**config.mk**
```make
export PLATFORM = sky130hd
export DESIGN_NAME = hazard_unit
export DESIGN_NICKNAME = d
export VERILOG_FILES = /design/src/rtl/hazard_unit_pkg.sv /design/src/rtl/hazard_perf_ctr.sv /design/src/rtl/hazard_unit.sv
export SDC_FILE = /design/constraint.sdc
export NUM_CORES = 1
export LEC_CHECK = 0
export ABC_AREA = 0
export CORE_AREA = 8 8 45 47
export CTS_CLUSTER_DIAMETER = 60
export CTS_CLUSTER_SIZE = 8
export DETAILED_ROUTE_END_ITERATION = 6
export DIE_AREA = 0 0 53 55
export PLACE_DENSITY = 0.7
export SLEW_MARGIN = 20
export SYNTH_ARGS = -nofsm -noshare
export SYNTH_HDL_FRONTEND = slang
export SYNTH_HIERARCHICAL = 1
export SYNTH_SLANG_ARGS = --single-unit
```
**constraint.sdc**
```tcl
create_clock -name CLK -period 2.39 [get_ports CLK]
set_input_delay 0.478 -clock CLK [delete_from_list [all_inputs] [get_ports CLK]]
set_output_delay 0.478 -clock CLK [all_outputs]
set_load 0.1 [all_outputs]
```
**src/rtl/hazard_unit_pkg.sv**
```systemverilog
// rtl/hazard_unit_pkg.sv - shared sequencer state encoding and default widths for hazard_unit
package hazard_unit_pkg;

  typedef enum logic [1:0] {
    HZ_RUN   = 2'd0,
    HZ_DWAIT = 2'd1,
    HZ_HALT  = 2'd2
  } hzstate_t;

  localparam int unsigned HZ_REGW_DEF  = 5;
  localparam int unsigned HZ_PERFW_DEF = 32;

endpackage

```
**src/rtl/hazard_perf_ctr.sv**
```systemverilog
// rtl/hazard_perf_ctr.sv - saturating event counter with synchronous clear
module hazard_perf_ctr #(
  parameter int unsigned W = 32
) (
  input  logic         clk,
  input  logic         rst,
  input  logic         inc,
  input  logic         clr,
  output logic [W-1:0] cnt
);

  logic [W-1:0] cnt_q, cnt_d;

  always_comb begin
    cnt_d = cnt_q;
    if (clr) begin
      cnt_d = '0;
    end else if (inc && (cnt_q != {W{1'b1}})) begin
      cnt_d = cnt_q + {{(W-1){1'b0}}, 1'b1};
    end
  end

  always_ff @(posedge clk) begin
    if (rst) begin
      cnt_q <= '0;
    end else begin
      cnt_q <= cnt_d;
    end
  end

  assign cnt = cnt_q;

endmodule

```
**src/rtl/hazard_unit.sv**
```systemverilog
// rtl/hazard_unit.sv - 5-stage pipeline enable/flush sequencer; HAZARD_PERF_EN adds stall/flush counters
module hazard_unit
  import hazard_unit_pkg::*;
#(
  parameter int unsigned REGW  = HZ_REGW_DEF,
  parameter int unsigned PERFW = HZ_PERFW_DEF
) (
  input  logic            CLK,
  input  logic            RST,
  input  logic            ihit,
  input  logic            dhit,
  input  logic [REGW-1:0] id_rs,
  input  logic [REGW-1:0] id_rt,
  input  logic            ex_dREN,
  input  logic [REGW-1:0] ex_wsel,
  input  logic            ex_redirect,
  input  logic            mem_dREN,
  input  logic            mem_dWEN,
  input  logic            wb_halt,
  output logic            pc_en,
  output logic            if_id_en,
  output logic            id_ex_en,
  output logic            ex_mem_en,
  output logic            mem_wb_en,
  output logic            if_id_flush,
  output logic            id_ex_flush,
  output logic            ex_mem_flush,
  output logic            mem_wb_flush,
  output logic            halted,
`ifdef HAZARD_PERF_EN
  output logic [PERFW-1:0] stall_cycles,
  output logic [PERFW-1:0] flush_events,
`endif
  output logic [1:0]      state_o
);

  hzstate_t state_q, state_d;
  logic     halted_q, halted_d;
  logic     dmem_req, freeze, load_use;
  logic [3:0] en_c, fl_c;
  logic     pc_en_c;

  assign dmem_req = mem_dREN | mem_dWEN;
  // The entry cycle freezes too, so the outstanding access never slips a stage.
  assign freeze   = ((state_q == HZ_DWAIT) || ((state_q == HZ_RUN) && dmem_req)) && !dhit;
  assign load_use = ex_dREN && (ex_wsel != '0) && ((ex_wsel == id_rs) || (ex_wsel == id_rt));

  always_comb begin
    state_d  = state_q;
    halted_d = halted_q;
    case (state_q)
      HZ_RUN:   if (dmem_req && !dhit) state_d = HZ_DWAIT;
      HZ_DWAIT: if (dhit) state_d = HZ_RUN;
      HZ_HALT:  state_d = HZ_HALT;
      default:  state_d = HZ_RUN;
    endcase
    if (wb_halt) begin
      state_d  = HZ_HALT;
      halted_d = 1'b1;
    end
  end

  always_ff @(posedge CLK) begin
    if (RST) begin
      state_q  <= HZ_RUN;
      halted_q <= 1'b0;
    end else begin
      state_q  <= state_d;
      halted_q <= halted_d;
    end
  end

  // en_c/fl_c bit order: {if_id, id_ex, ex_mem, mem_wb}
  always_comb begin
    pc_en_c = ihit;
    en_c    = 4'b1111;
    fl_c    = 4'b0000;
    if (RST) begin
      pc_en_c = 1'b0;
      en_c    = 4'b0000;
      fl_c    = 4'b1111;
    end else if (state_q == HZ_HALT) begin
      pc_en_c = 1'b0;
      en_c    = 4'b0000;
    end else if (freeze) begin
      pc_en_c = 1'b0;
      en_c    = 4'b0000;
    end else if (ex_redirect) begin
      pc_en_c = 1'b1;
      fl_c    = 4'b1100;
    end else if (load_use) begin
      pc_en_c = 1'b0;
      en_c    = 4'b0111;
      fl_c    = 4'b0100;
    end else if (!ihit) begin
      pc_en_c = 1'b0;
      fl_c    = 4'b1000;
    end
  end

  assign pc_en        = pc_en_c;
  assign if_id_en     = en_c[3];
  assign id_ex_en     = en_c[2];
  assign ex_mem_en    = en_c[1];
  assign mem_wb_en    = en_c[0];
  assign if_id_flush  = fl_c[3];
  assign id_ex_flush  = fl_c[2];
  assign ex_mem_flush = fl_c[1];
  assign mem_wb_flush = fl_c[0];
  assign halted       = halted_q;
  assign state_o      = state_q;

`ifdef HAZARD_PERF_EN
  logic stall_inc, flush_inc;

  assign stall_inc = !pc_en_c && (state_q != HZ_HALT);
  assign flush_inc = (fl_c[3] | fl_c[2]) && !RST;

  hazard_perf_ctr #(.W(PERFW)) u_stall_ctr (
    .clk (CLK),
    .rst (RST),
    .inc (stall_inc),
    .clr (RST),
    .cnt (stall_cycles)
  );

  hazard_perf_ctr #(.W(PERFW)) u_flush_ctr (
    .clk (CLK),
    .rst (RST),
    .inc (flush_inc),
    .clr (RST),
    .cnt (flush_events)
  );
`endif

endmodule
```
==> metrics.txt <==
Worst IR Drop VDD=0.3815 mV; # port buffers=35; GP Congestion=0.7871; RSZ-0062 raised after global routing=yes; first-pass GRT wire length=2139 um; total number of H-tree levels=1; Row Count=14; number of fill cells=120; IO Pins=36; Synth Instances=46; crit path time final=2.361 ns; Overall Power=442.2 uW; Final period util=98.79%; Synth top area share=26.12%; diode count=0; Detail Placement HPWL=1265 um; DR vias=477; die area=2915 um2; register bit count reported by yosys=3; Final setup viols=0; HP Class=flop to flop; register area=65.06 um2; main area contributors after synthesis=xnor2_1 (26%), dfxtp_1 (18%), buf_4 (9.0%); Clock Skew=0.001418 ns; final setup TNS=0 ns; nets=117; Clock Sinks=3; clk root buf=clkbuf_4; Post-DRT Antenna Nets=0; DR iter-0 viols=3; Final WS setup=0.02893 ns; layout cells sized above 1=51.09%; clock power share=19.7%; Fin. Hold Viols=0; Via-to-Cell Ratio=4.417; Slew headroom=74.28%; Reg clk slew, reported paths=0.04 ns; initial antenna violation count=0; cell internal pwr=243.2 uW; Psw=199.0 uW; Worst Setup End Kind=output pin; status=complete, no violations; grt ovf=0; Max Freq=0.4235 GHz; Arr. time, crit path=1.88 ns; max-cap violation count=0; total track usage=9.230%; Post-Synthesis Cell Area=335.3 um2; Die X=53 um; CTS buffer count=3; Synthesis Warnings=6; Netlist cell types=20; Multi-input gate area=341.6 um2; detailed-route wire length per cell=13.29 um; Worst-Margin Slew=0.3844 ns; Layout Cell Area excl Fill=975.9 um2; Setup WS pre-CTS=-0.3771 ns; effective utilization at floorplan=24.23%; register area share after synthesis=17.91%; vias in the first global route=473; Synth area leader=xnor2_1; Flop pwr share=12.4%; Detailed Route WL=1435 um; sw frac=44.99%; core outline area=1384 um2; CTS tree=yes; WP data required=1.91 ns; Max FO, Critical Path=3; largest net degree at the start of global routing=8; combinational power share=67.9%; post-synth net total=70; utilization after layout=70.52%; DP Area=925.9 um2; CP startpoint kind=input pin; CTS Buffer Depth=2; critical path type=input pin to output pin; DRC errors left=0; leakage power=0.4078 nW; max-slew violations=0; clock latency on the worst-skew pair=0.23 ns; DR pass1 iterations=2; Syn Area/Cell=7.290 um2; PwrDens=453.1 nW/um2; chip height=55 um; area growth from synthesis to layout=191.0%
[routing by layer]
metal | vias to the layer above | GRT usage (%) | part of all wire [%]
met1 | 220 | 11.84 | 41
met5 | - | 0 | 0
met3 | 0 | 1.337 | 6.1
met4 | 0 | 1.293 | 0
li1 | 246 | - | -
met2 | 11 | 16.21 | 53
[kinds of logic (layout without fill, tap and decap cells)]
logic type	count (synthesis)	after routing	share of synthesized area, %
AO/OA/AOI/OAI	9	9	19.03
buffers and inverters	5	51	10.07
flip-flops	3	3	17.91
XOR/XNOR	10	10	26.12
AND/OR/NAND/NOR	19	19	26.87
[cell usage after synthesis]
library cell / number
and2b_1: 1
a211oi_1: 1
a21boi_0: 1
xnor2_1: 10
o22ai_1: 1
buf_4: 4
clkbuf_1: 1
nor3b_1: 1
or3_1: 1
o21ai_0: 1
or4_1: 1
o21ai_2: 1
nor2_1: 8
nand2_1: 3
a221o_1: 1
dfxtp_1: 3
nor3_1: 2
a221oi_1: 1
a21oi_1: 2
nand3_1: 2
[timing repair]
item / 4_1_cts / 5_1_grt
pin swaps: 6 / 6
hold buffers: 0 / 0
gates resized for setup: 24 / 8
setup endpoints to repair: 4 / 4
buffers inserted: 0 / 1
[registers in the layout, indices dropped and copies added, names as in the netlist]
name / count
halted: 1
state_o: 2
[cells in the final DEF (no fill, tap or decap), drive strengths merged]
master / netlist / layout
buf: 4 / 28
clkdlybuf4s50: 0 / 13
xnor2: 10 / 10
nor2: 8 / 8
clkbuf: 1 / 5
nand2: 3 / 3
dfxtp: 3 / 3
nand3: 2 / 2
o21ai: 2 / 2
dlymetal6s2s: 0 / 2
dlygate4sd2: 0 / 2
a21oi: 2 / 2
nor3: 2 / 2
or3: 1 / 1
and2b: 1 / 1
o22ai: 1 / 1
or4: 1 / 1
nor3b: 1 / 1
a221o: 1 / 1
a211oi: 1 / 1
a221oi: 1 / 1
a21boi: 1 / 1
clkdlybuf4s15: 0 / 1
[final timing paths]
kind	start	endpoint	slack, ns	cells after the start
worst max-delay path	ex_wsel[4]	id_ex_flush	0.03	6
worst min register to register	halted	halted	0.48	2
worst max register to register	state_o[0]	state_o[0]	1.30	4
worst min-delay path	halted	halted	0.48	2
[worst max-delay path, cell delays in order]
cell,delay [ns]
buf_6,0.09
or4_4,0.53
o21ai_4,0.18
nor3b_2,0.06
a221o_2,0.36
buf_12,0.17
[final cells by class]
class,instances,area share [%]
Clock buffer,4,2.692
Multi-Input combinational cell,38,35.00
Sequential cell,3,6.667
Tap cell,16,2.051
Timing Repair Buffer,47,53.59
[power by group through the flow]
stage          clock network (mW)  logic, mW  registers [mW]
6_report                   0.0870      0.300          0.0549
3_5_place_dp                    0      0.298          0.0555
2_1_floorplan                   0      0.150          0.0770
5_1_grt                    0.0902      0.312          0.0556
3_3_place_gp                    0      0.296          0.0553
4_1_cts                    0.0906      0.298          0.0550
[stage by stage]
stage | std cells | hold WS, ns
floorplan | 46 | 0.5458
global route | 108 | 0.5314
global placement | 103 | 0.4582
CTS | 107 | 0.4923
finish | 108 | 0.4810
detailed placement | 103 | 0.4821
Power figures use the tool's default switching activity.
==> edit: new RTL, same settings <==
Put a register stage on the output `ex_mem_flush`. The value now appears one clock later. The other outputs are not delayed to match.
--- a/src/rtl/hazard_unit.sv
+++ b/src/rtl/hazard_unit.sv
@@ -105,7 +105,9 @@
   assign mem_wb_en    = en_c[0];
   assign if_id_flush  = fl_c[3];
   assign id_ex_flush  = fl_c[2];
-  assign ex_mem_flush = fl_c[1];
+  always_ff @(posedge CLK) begin
+    ex_mem_flush <= fl_c[1];
+  end
   assign mem_wb_flush = fl_c[0];
   assign halted       = halted_q;
   assign state_o      = state_q;
Check against the original RTL: not equivalent (a bounded check fails within 4 cycles, from zero or initial values and one cycle with RST high).
==> edit against the original RTL <==
- synthesized area grew 3.7%
- worst setup slack gained 0.012 ns
- sequential cell count grew 1
- total power grew 2.4%
- cell area grew 1.4%
- combinational power shrank 3%
- largest cell class unchanged
- clock skew grew 0.0063 ns
- wire length shrank 0.14%
==> edit: results (changes against the original RTL) <==
- Status: finished, final reports clean
- Met1 Use GR: 10.77% (-1.1 points)
- Post-DP HPWL: 1206 um (-4.7%)
- Initial DRC count: 0 (-3)
- Vias per cell: 4.454 (+0.84%)
- Top delay family on crit path: simple AND/OR/NAND/NOR gates
- Vias in the first global route: 503 (+6.3%)
- Leakage: 0.0004665 uW (+14%)
- Met3 usage: 3.209% (+1.9 points)
- Share of layout cells above drive strength 1: 50.00% (-1.1 points)
- Post-CTS sizing: 21 (-13%)
- Metal1 wirelength: 599 um (+2.7%)
- Post-synth top flop: dfxtp_1
- Drt first pass iters: 1 (-1)
- Most frequent cells after synthesis: 10 x xnor2_1, 8 x nor2_1, 4 x dfxtp_1, 3 x buf_4, 3 x nand2_1
- Async S/R FF share, synth: 0% (unchanged)
- GPL Wtd Cong: 0.7123 (-9.5%)
- Top-area cell type share of the netlist area: 25.18% (-0.94 points)
- Metal2 WL: 711 um (-6.9%)
- Worst VDD drop: 0.4354 mV (+14%)
- Relative slew slack: 73.19% (-1.1 points)
- Sw Pwr: 200.4 uW (+0.72%)
- Distinct cells, synth: 20 (unchanged)
- CTS Buf Count: 3 (unchanged)
- Placed cell area: 920.9 sq um (-0.54%)
- Routed length per instance: 13.27 um (-0.14%)
- DP Cell Count: 104 (+0.97%)
- Largest net degree at the start of global routing: 10 (+2)
- Dpl ws: -0.3721 ns (+0.005061 ns)
- Synth area leaders: xnor2_1 25%, dfxtp_1 23%, nor2_1 8.6%
- First-pass GRT wire length: 2125 um (-0.65%)
- Met3 wire length: 123 um (+41%)
- Setup Skew: 0.007707 ns (+0.006288 ns)
- Root buf cell: clkbuf_4
- Cells after synthesis: 46 (unchanged)
- Xor/xnor share of the synthesized area: 25.18% (-0.94 points)
- Post-synthesis sequential area ratio: 23.02% (+5.1 points)
- Post-synthesis compound-gate area fraction: 18.35% (-0.68 points)
-- edit: path summary, 6_finish.rpt --
check	from	end	slack, ns	depth (start not counted)
hold reg to reg	halted$_SDFFE_PP0P_	halted$_SDFFE_PP0P_	0.47	2
setup / recovery	ex_wsel[1]	id_ex_flush	0.04	6
setup reg to reg	state_o[0]$_SDFFE_PP0P_	state_o[0]$_SDFFE_PP0P_	1.28	4
hold / removal	halted$_SDFFE_PP0P_	halted$_SDFFE_PP0P_	0.47	2
-- edit: final cells by class --
| class | count | area, sq um |
|---|---|---|
| fillers | 104 | 394.1 |
| repair buffers | 46 | 518.0 |
| well taps | 16 | 20.02 |
| flip-flops and latches | 4 | 85.08 |
| clock buffers | 4 | 26.28 |
| multi-input cells | 38 | 340.3 |
-- edit: power groups by stage --
stage	clock (uW)	sequential [uW]	combinational, uW
final	89.6	72.8	290
after global placement	0	73.6	288
after CTS	93.4	72.6	290
after detailed placement	0	73.5	290
after global routing	101	73.0	301
after floorplan	0	102	142
